**config.mk**
```make
export PLATFORM = sky130hd
export DESIGN_NAME = keypad_scanner
export DESIGN_NICKNAME = d
export VERILOG_FILES = /design/src/rtl/keypad_scanner.sv
export SDC_FILE = /design/constraint.sdc
export NUM_CORES = 1
export LEC_CHECK = 0
export ABC_CLOCK_PERIOD_IN_PS = 8150
export CAP_MARGIN = 25
export CORE_ASPECT_RATIO = 1.1
export CORE_MARGIN = 3
export CORE_UTILIZATION = 60
export CTS_CLUSTER_DIAMETER = 80
export DETAILED_ROUTE_END_ITERATION = 10
export GPL_TIMING_DRIVEN = 0
export HOLD_SLACK_MARGIN = 0.1
export PLACE_DENSITY_LB_ADDON = 0.25
export SYNTH_ARGS = -nofsm -noshare
export SYNTH_HDL_FRONTEND = slang
export SYNTH_SLANG_ARGS = --single-unit
```
**constraint.sdc**
```tcl
create_clock -name clk -period 8.15 [get_ports clk]
set_input_delay 1.63 -clock clk [delete_from_list [all_inputs] [get_ports clk]]
set_output_delay 1.63 -clock clk [all_outputs]
set_load 0.03 [all_outputs]
```
**src/rtl/keypad_scanner.sv**
```systemverilog
// Row-strobed matrix keypad scanner. Each row is driven for SCAN_DIV clocks and its columns are
// snapshotted. A full frame is accepted once it has repeated for DEBOUNCE frames.
module keypad_scanner #(
    parameter int ROWS     = 4,
    parameter int COLS     = 4,
    parameter int SCAN_DIV = 50000,
    parameter int DEBOUNCE = 3,
    parameter int KEY_W    = $clog2(ROWS*COLS)
) (
    input  logic             clk,
    input  logic             rst,
    input  logic             en,
    input  logic [COLS-1:0]  col_sense,
    output logic [ROWS-1:0]  row_drive,
    output logic [KEY_W-1:0] key_code,
    output logic             key_valid,
    output logic             multi,
    output logic             press,
    output logic             key_release
);
    localparam int N  = ROWS*COLS;
    localparam int DW = $clog2(SCAN_DIV);
    localparam int RW = $clog2(ROWS);
    localparam int SW = $clog2(DEBOUNCE+1);
    localparam int CW = $clog2(N+1);

    logic [COLS-1:0]  col_s1_q, col_s2_q;
    logic [DW-1:0]    dwell_q, dwell_d;
    logic [RW-1:0]    row_q, row_d;
    logic [N-1:0]     snap_q, snap_d;
    logic [N-1:0]     last_q, last_d;
    logic [N-1:0]     acc_q, acc_d;
    logic [SW-1:0]    stable_q, stable_d;
    logic [KEY_W-1:0] key_code_q, key_code_d;
    logic             key_valid_q, key_valid_d;
    logic             multi_q, multi_d;
    logic             press_q, press_d;
    logic             release_q, release_d;
    logic [N-1:0]     full;
    logic [CW-1:0]    ones;
    logic [KEY_W-1:0] idx;

    always_comb begin
        dwell_d     = dwell_q;
        row_d       = row_q;
        snap_d      = snap_q;
        last_d      = last_q;
        acc_d       = acc_q;
        stable_d    = stable_q;
        key_code_d  = key_code_q;
        key_valid_d = key_valid_q;
        multi_d     = multi_q;
        press_d     = 1'b0;
        release_d   = 1'b0;
        full        = snap_q;
        ones        = '0;
        idx         = key_code_q;
        if (en) begin
            if (dwell_q == DW'(SCAN_DIV-1)) begin
                dwell_d = '0;
                snap_d[row_q*COLS +: COLS] = col_s2_q;
                if (row_q == RW'(ROWS-1)) begin
                    row_d  = '0;
                    full   = snap_d;
                    last_d = full;
                    if (full != last_q)
                        stable_d = SW'(1);
                    else if (stable_q != SW'(DEBOUNCE))
                        stable_d = stable_q + 1'b1;
                    if (stable_d == SW'(DEBOUNCE) && full != acc_q) begin
                        acc_d = full;
                        for (int i = 0; i < N; i++) begin
                            ones = ones + CW'(full[i]);
                            if (full[i]) idx = i[KEY_W-1:0];
                        end
                        key_valid_d = (ones == CW'(1));
                        multi_d     = (ones >= CW'(2));
                        if (key_valid_d) key_code_d = idx;
                        // a change between two single keys is a press without a release
                        press_d   = key_valid_d && (!key_valid_q || idx != key_code_q);
                        release_d = key_valid_q && !key_valid_d;
                    end
                end else begin
                    row_d = row_q + 1'b1;
                end
            end else begin
                dwell_d = dwell_q + 1'b1;
            end
        end
    end

    always_ff @(posedge clk) begin
        if (rst) begin
            col_s1_q    <= '0;
            col_s2_q    <= '0;
            dwell_q     <= '0;
            row_q       <= '0;
            snap_q      <= '0;
            last_q      <= '0;
            acc_q       <= '0;
            stable_q    <= '0;
            key_code_q  <= '0;
            key_valid_q <= 1'b0;
            multi_q     <= 1'b0;
            press_q     <= 1'b0;
            release_q   <= 1'b0;
        end else begin
            col_s1_q    <= col_sense;
            col_s2_q    <= col_s1_q;
            dwell_q     <= dwell_d;
            row_q       <= row_d;
            snap_q      <= snap_d;
            last_q      <= last_d;
            acc_q       <= acc_d;
            stable_q    <= stable_d;
            key_code_q  <= key_code_d;
            key_valid_q <= key_valid_d;
            multi_q     <= multi_d;
            press_q     <= press_d;
            release_q   <= release_d;
        end
    end

    assign row_drive   = ROWS'(1) << row_q;
    assign key_code    = key_code_q;
    assign key_valid   = key_valid_q;
    assign multi       = multi_q;
    assign press       = press_q;
    assign key_release = release_q;
endmodule

```
# After elaboration in Yosys (flattened, before gate mapping)
# Cells that the tools add are included.
# word_totals
ff_bits	84
inputBits	7
output_inout_bits	12
elab_cells	87
# op_classes
addsub	19
order_cmp	1
eq_ne	8
n_shift	3
n_mux	28
bitwise	4
reduce_logical	11
# ops
op	n
4-bit two-way mux	20
5-bit by 1-bit adder with 5-bit output	11
4-bit negation with 34-bit output	1
4-bit by 34-bit variable shift with 16-bit output (first input constant)	1
4-bit by 34-bit indexed part select with 16-bit output	1
16-bit != test	2
16-bit by 1-bit adder with 16-bit output (second input constant)	1
16-bit bitwise mux	1
16-bit equality test (second input constant)	1
16-bit two-way mux	1
2-bit two-way mux	6
4-bit by 1-bit adder with 5-bit output	1
5-bit by 1-bit equality test with 1-bit output (second input constant)	1
5-bit by 2-bit >= comparator with 1-bit output (second input constant)	1
5-bit AND reduction	1
5-bit OR reduction	1
2-bit by 1-bit adder with 2-bit output (second input constant)	2
3-bit by 1-bit adder with 4-bit output	1
2-bit equality test (second input constant)	2
4-bit != test	1
1-bit inverter	4
4-bit AND reduction	1
1-bit by 2-bit left shift with 4-bit output (first input constant)	1
2-bit by 1-bit adder with 3-bit output	1
other kinds (7)	10

# Longest topological paths before layout
# depth
ltp_word	26
ltp_mapped	24

# Least setup slack after synthesis
# Ideal clock, no wire load.
# synth_path
path_kind	reg-to-reg
startpoint	reg row_q[0]
endpoint	reg key_code_q[2] (netlist: key_code[2])
setup_ns	0.123
arrival_ns	5.790
required_ns	8.027
setup_slack_ns	2.236
stages_incl_launch_ff	24
synth_period_minus_slack_ns	5.914
path_cell_list	dfxtp_1 buf_6 inv_1 ha_1 buf_4 and4bb_1 mux2i_1 inv_1 fa_1 inv_1 fa_1 inv_1 fa_1 inv_1 fa_1 inv_1 ha_1 fa_1 o21ai_0 nor4b_1 and2_1 nand4_1 nor2_1 mux2_1
# synth_between
elab_chain_len	23
word_cells_on_any_way	50
cone_classes	16 x add/sub; 5 x eq/ne; 2 x shift; 25 x mux; 2 x reduce/logical
# synth_rtl
item	line_no	text
start: declaration	29	logic [RW-1:0] row_q, row_d;
start signal: assignment	111	row_q <= row_d;
branches (longest 23 deep; another with 4-bit negation with 34-bit output)	-	
end signal: assignment	116	key_code_q <= key_code_d;
end: declaration	34	logic [KEY_W-1:0] key_code_q, key_code_d;
# Parallel ways; which one is timed is not known. The select of a mux whose other input is x is not followed.
# A chain may end at the register's enable or synchronous reset.

# Worst setup path in the final report
# Ends and elaborated chain as after synthesis.

==> key figures <==
Clocking
  – CTS H-tree lvls: 3
  – Total CTS buffers: 9
  – Max Root-Sink Buffers: 2
  – CTS root buffer: clkbuf_8
  – Clk_lat worst skew: 0.37 ns
  – CTS tree: yes
  – Post-CTS setup repair buffer count: 0
  – CTS Sinks: 84
  – Clock Pin Slew Worst Setup and Hold Paths: 0.09 ns
  – Gates resized, CTS repair: 0
  – CTS Hold Bufs: 0

Synth
  – Seq/Total Area, Yosys: 0.333
  – Avg Inst Size Synth: 8.61 sq um
  – Library cells used by synthesis: 73
  – Compound-cell area share of the yosys netlist: 0.181
  – Largest family of logic cells by synthesized area: simple AND/OR/NAND/NOR gates
  – Post-synthesis simple-gate area fraction: 0.226
  – Post-Synth XOR/XNOR Area: 0.0763
  – Post-Synth Adder-Cell Area: 0.0718
  – Synth Instances: 587
  – Ys Warns: 0
  – Mux cell area share after synthesis: 0.0466
  – Most used DFF post-synth: dfxtp_1
  – Seq cells post-synth: 84
  – Net Count, Synth: 617
  – Share of flip-flops with an asynchronous set or reset: 0
  – Post-synth EDFFs: 0
  – Mapped Area: 5050 sq um

Die
  – Core area: 8040 sq um
  – Die area: 9560 sq um
  – Die Span Y: 102 um
  – # rows: 34
  – Boundary Pins: 19
  – Initial cell density of the core: 0.628
  – Chip Width: 93.5 um

Critical path
  – CP top delay family: adder cells
  – CP Buf/Inv Count: 8
  – Crit path cell chain: buf_6 -> inv_1 -> ha_1 -> buf_6 -> and4b_1 -> mux2i_2 -> inv_1 -> fa_1 -> inv_1 -> fa_1 -> inv_1 -> fa_1 -> inv_1 -> fa_1 -> inv_1 -> ha_1 -> fa_1 -> o21ai_0 -> nor4b_1 -> and2_1 -> nand4_1 -> nor2_1 -> mux2_1
  – Slowest CP cell: dfxtp_1
  – Critical R2R Launch: row_q[0]$_SDFFE_PP0P_
  – CP required: 8.41 ns
  – Type of origin of the critical path: register
  – CP max FO: 10
  – R2R depth: 23
  – Worst path most repeated cell: inv_1
  – R2r endpoint: key_code[2]$_SDFFE_PP0P_
  – CP Capture Type: register
  – Max incr delay on CP: 0.56 ns
  – Crit path arrival time: 7.11 ns
  – Setup slack, reg-to-reg: 1.30 ns
  – Crit path from: row_q[0]$_SDFFE_PP0P_
  – Critical path type: register to register

Global route
  – Tot GR Track Use: 0.307
  – Total gr overflow: 0
  – Largest net degree at the start of global routing: 16
  – Initial antenna violation count: 0
  – First-pass GRT wire length: 22700 um
  – Vias in the first global route: 4428

Placement
  – Placed cell count: 711
  – Post-DP HPWL: 10500 um
  – I/O Buffers: 16
  – Dpl ws: 1.42 ns
  – Placer Congestion: 1.01

STA
  – RSZ-0062 raised after global routing: false
  – Least-Margin Pin Slew: 0.923 ns
  – Worst hold margin: 0.451 ns
  – Endpoints failing hold: 0
  – Slew headroom: 0.367
  – Fin crit share: 0.840
  – Max-slew violations: 0
  – Final setup fails: 0
  – Fmax achieved: 146 MHz
  – Tmin final: 6.85 ns
  – Final WS setup: 1.30 ns
  – Setup Skew: 0.0173 ns
  – TNS Setup: 0 ns

Routing
  – Routed Antenna Nets: 0
  – DRT Pass-1 Iters: 5
  – Drt first-iter violations: 331
  – Final wirelength: 13800 um
  – Via/cell ratio: 6.17
  – Total number of vias: 4484
  – Wire per inst: 18.9 um
  – # DRC: 0

Hold path
  – Hold crit path type: register to register
  – Hold Startpoint: col_s1_q[3]$_SDFF_PP0_
  – Hold depth: 1
  – Hold path endpoint: col_s2_q[3]$_SDFF_PP0_

Status
  – Outcome: completed

Layout
  – Post-Layout Cell Count: 727
  – Share of cells above drive strength 1: 0.0808
  – Layout area overhead: 9.76%
  – Antenna diodes: 0
  – NumNets Final: 644

Pwr
  – Final Power: 762 uW
  – Power per cell area: 137 nW/um^2
  – VDD IR max: 0.108 mV
  – Static leakage: 0.00199 uW

Run
  – Max cap viols: 0
## kinds of logic after synthesis
logic type,after synthesis
buffers and inverters,74
multiplexers,23
AO/OA/AOI/OAI,121
AND/OR/NAND/NOR,218
XOR/XNOR,44
adder cells (fa/ha/maj),23
flip-flops,84
## power breakdown
group / leakage (uW) / switching [uW] / internal, uW
combinational: 0.00121 / 26.2 / 14.3
clock: 0.000100 / 163 / 143
sequential: 0.000678 / 3.09 / 413
## state kept, by name, indices dropped and copies added (netlist names)
register	cells
acc_q	16
dwell_q	16
last_q	16
snap_q	16
col_s1_q	4
col_s2_q	4
key_code	4
row_q	2
stable_q	2
key_release	1
key_valid	1
multi	1
press	1
## per-layer routing
| layer | part of all wire | global-route usage | vias to the layer above |
|---|---|---|---|
| li1 | - | - | 2102 |
| met1 | 0.43 | 0.394 | 2125 |
| met2 | 0.46 | 0.504 | 213 |
| met3 | 0.066 | 0.0479 | 44 |
| met4 | 0.043 | 0.152 | 0 |
| met5 | 0 | 0 | - |
## area by class of cell
type,count,area [sq um]
Sequential cell,84,1680
Buffer,27,155
Tap cell,108,135
Timing Repair Buffer,16,160
Multi-Input combinational cell,429,3040
Inverter,47,176
Fill cell,633,2490
Clock buffer,9,124
Clock inverter,7,73.8
## worst max path at each step
stage                                     to  slack (ns)  cells after the start
floorplan           key_code[2]$_SDFFE_PP0P_        2.24                     23
global placement    key_code[2]$_SDFFE_PP0P_        1.44                     23
detailed placement  key_code[2]$_SDFFE_PP0P_        1.42                     23
CTS                 key_code[2]$_SDFFE_PP0P_        1.29                     23
global route        key_code[2]$_SDFFE_PP0P_        0.95                     23
finish              key_code[2]$_SDFFE_PP0P_        1.30                     23
## through the flow
stage               instance area, sq um  utilization
floorplan                           5050            -
CTS                                 5550        0.690
detailed placement                  5350        0.665
global route                        5550        0.690
finish                              5550        0.690
global placement                    5350        0.665
## layout by cell type, fill, tap and decap left out, drive strengths merged, types with 10 or more instances in the layout
| master | netlist | routed |
|---|---|---|
| mux2i | 22 | 22 |
| nor3 | 13 | 13 |
| buf | 11 | 11 |
| nand2 | 23 | 23 |
| a211oi | 38 | 38 |
| nand3 | 17 | 17 |
| nand2b | 13 | 13 |
| a21oi | 14 | 14 |
| xor2 | 19 | 19 |
| clkbuf | 16 | 25 |
| nor2b | 19 | 19 |
| xnor2 | 25 | 25 |
| o22ai | 10 | 10 |
| and2 | 11 | 11 |
| nand4 | 10 | 10 |
| o21ai | 15 | 15 |
| fa | 10 | 10 |
| clkdlybuf4s50 | 0 | 16 |
| nor2 | 86 | 86 |
| inv | 46 | 48 |
| ha | 13 | 13 |
| dfxtp | 84 | 84 |
## cell usage after synthesis (2+ instances only)
| library cell | number | area, sq um |
|---|---|---|
| o21a_1 | 4 | 30.0 |
| o41ai_1 | 2 | 17.5 |
| and4_1 | 3 | 26.3 |
| nor4_1 | 7 | 43.8 |
| buf_6 | 3 | 33.8 |
| o22ai_1 | 10 | 62.6 |
| and2_1 | 11 | 68.8 |
| fa_1 | 10 | 200 |
| buf_2 | 5 | 25.0 |
| a31oi_4 | 4 | 85.1 |
| o21bai_1 | 4 | 30.0 |
| xor2_1 | 19 | 166 |
| clkbuf_1 | 15 | 56.3 |
| xnor2_1 | 25 | 219 |
| nand2_1 | 23 | 86.3 |
| o21ai_0 | 12 | 60.1 |
| o21ai_1 | 3 | 15.0 |
| inv_1 | 44 | 165 |
| nand4_1 | 10 | 62.6 |
| a21o_1 | 2 | 15.0 |
| mux2i_1 | 21 | 210 |
| o211ai_1 | 6 | 45.0 |
| a31oi_1 | 2 | 12.5 |
| nor4b_1 | 2 | 17.5 |
| ha_1 | 13 | 163 |
| o221ai_1 | 3 | 26.3 |
| nand2b_1 | 12 | 75.1 |
| dfxtp_1 | 84 | 1680 |
| a21oi_1 | 14 | 70.1 |
| a22oi_1 | 4 | 30.0 |
| nor3_1 | 12 | 60.1 |
| a211oi_1 | 38 | 285 |
| and3_1 | 3 | 18.8 |
| nand3b_2 | 2 | 22.5 |
| nand3_1 | 17 | 85.1 |
| inv_2 | 2 | 7.51 |
| nor2b_1 | 17 | 106 |
| nor2_1 | 84 | 315 |
Note: power is estimated with default switching activity, not from simulation.
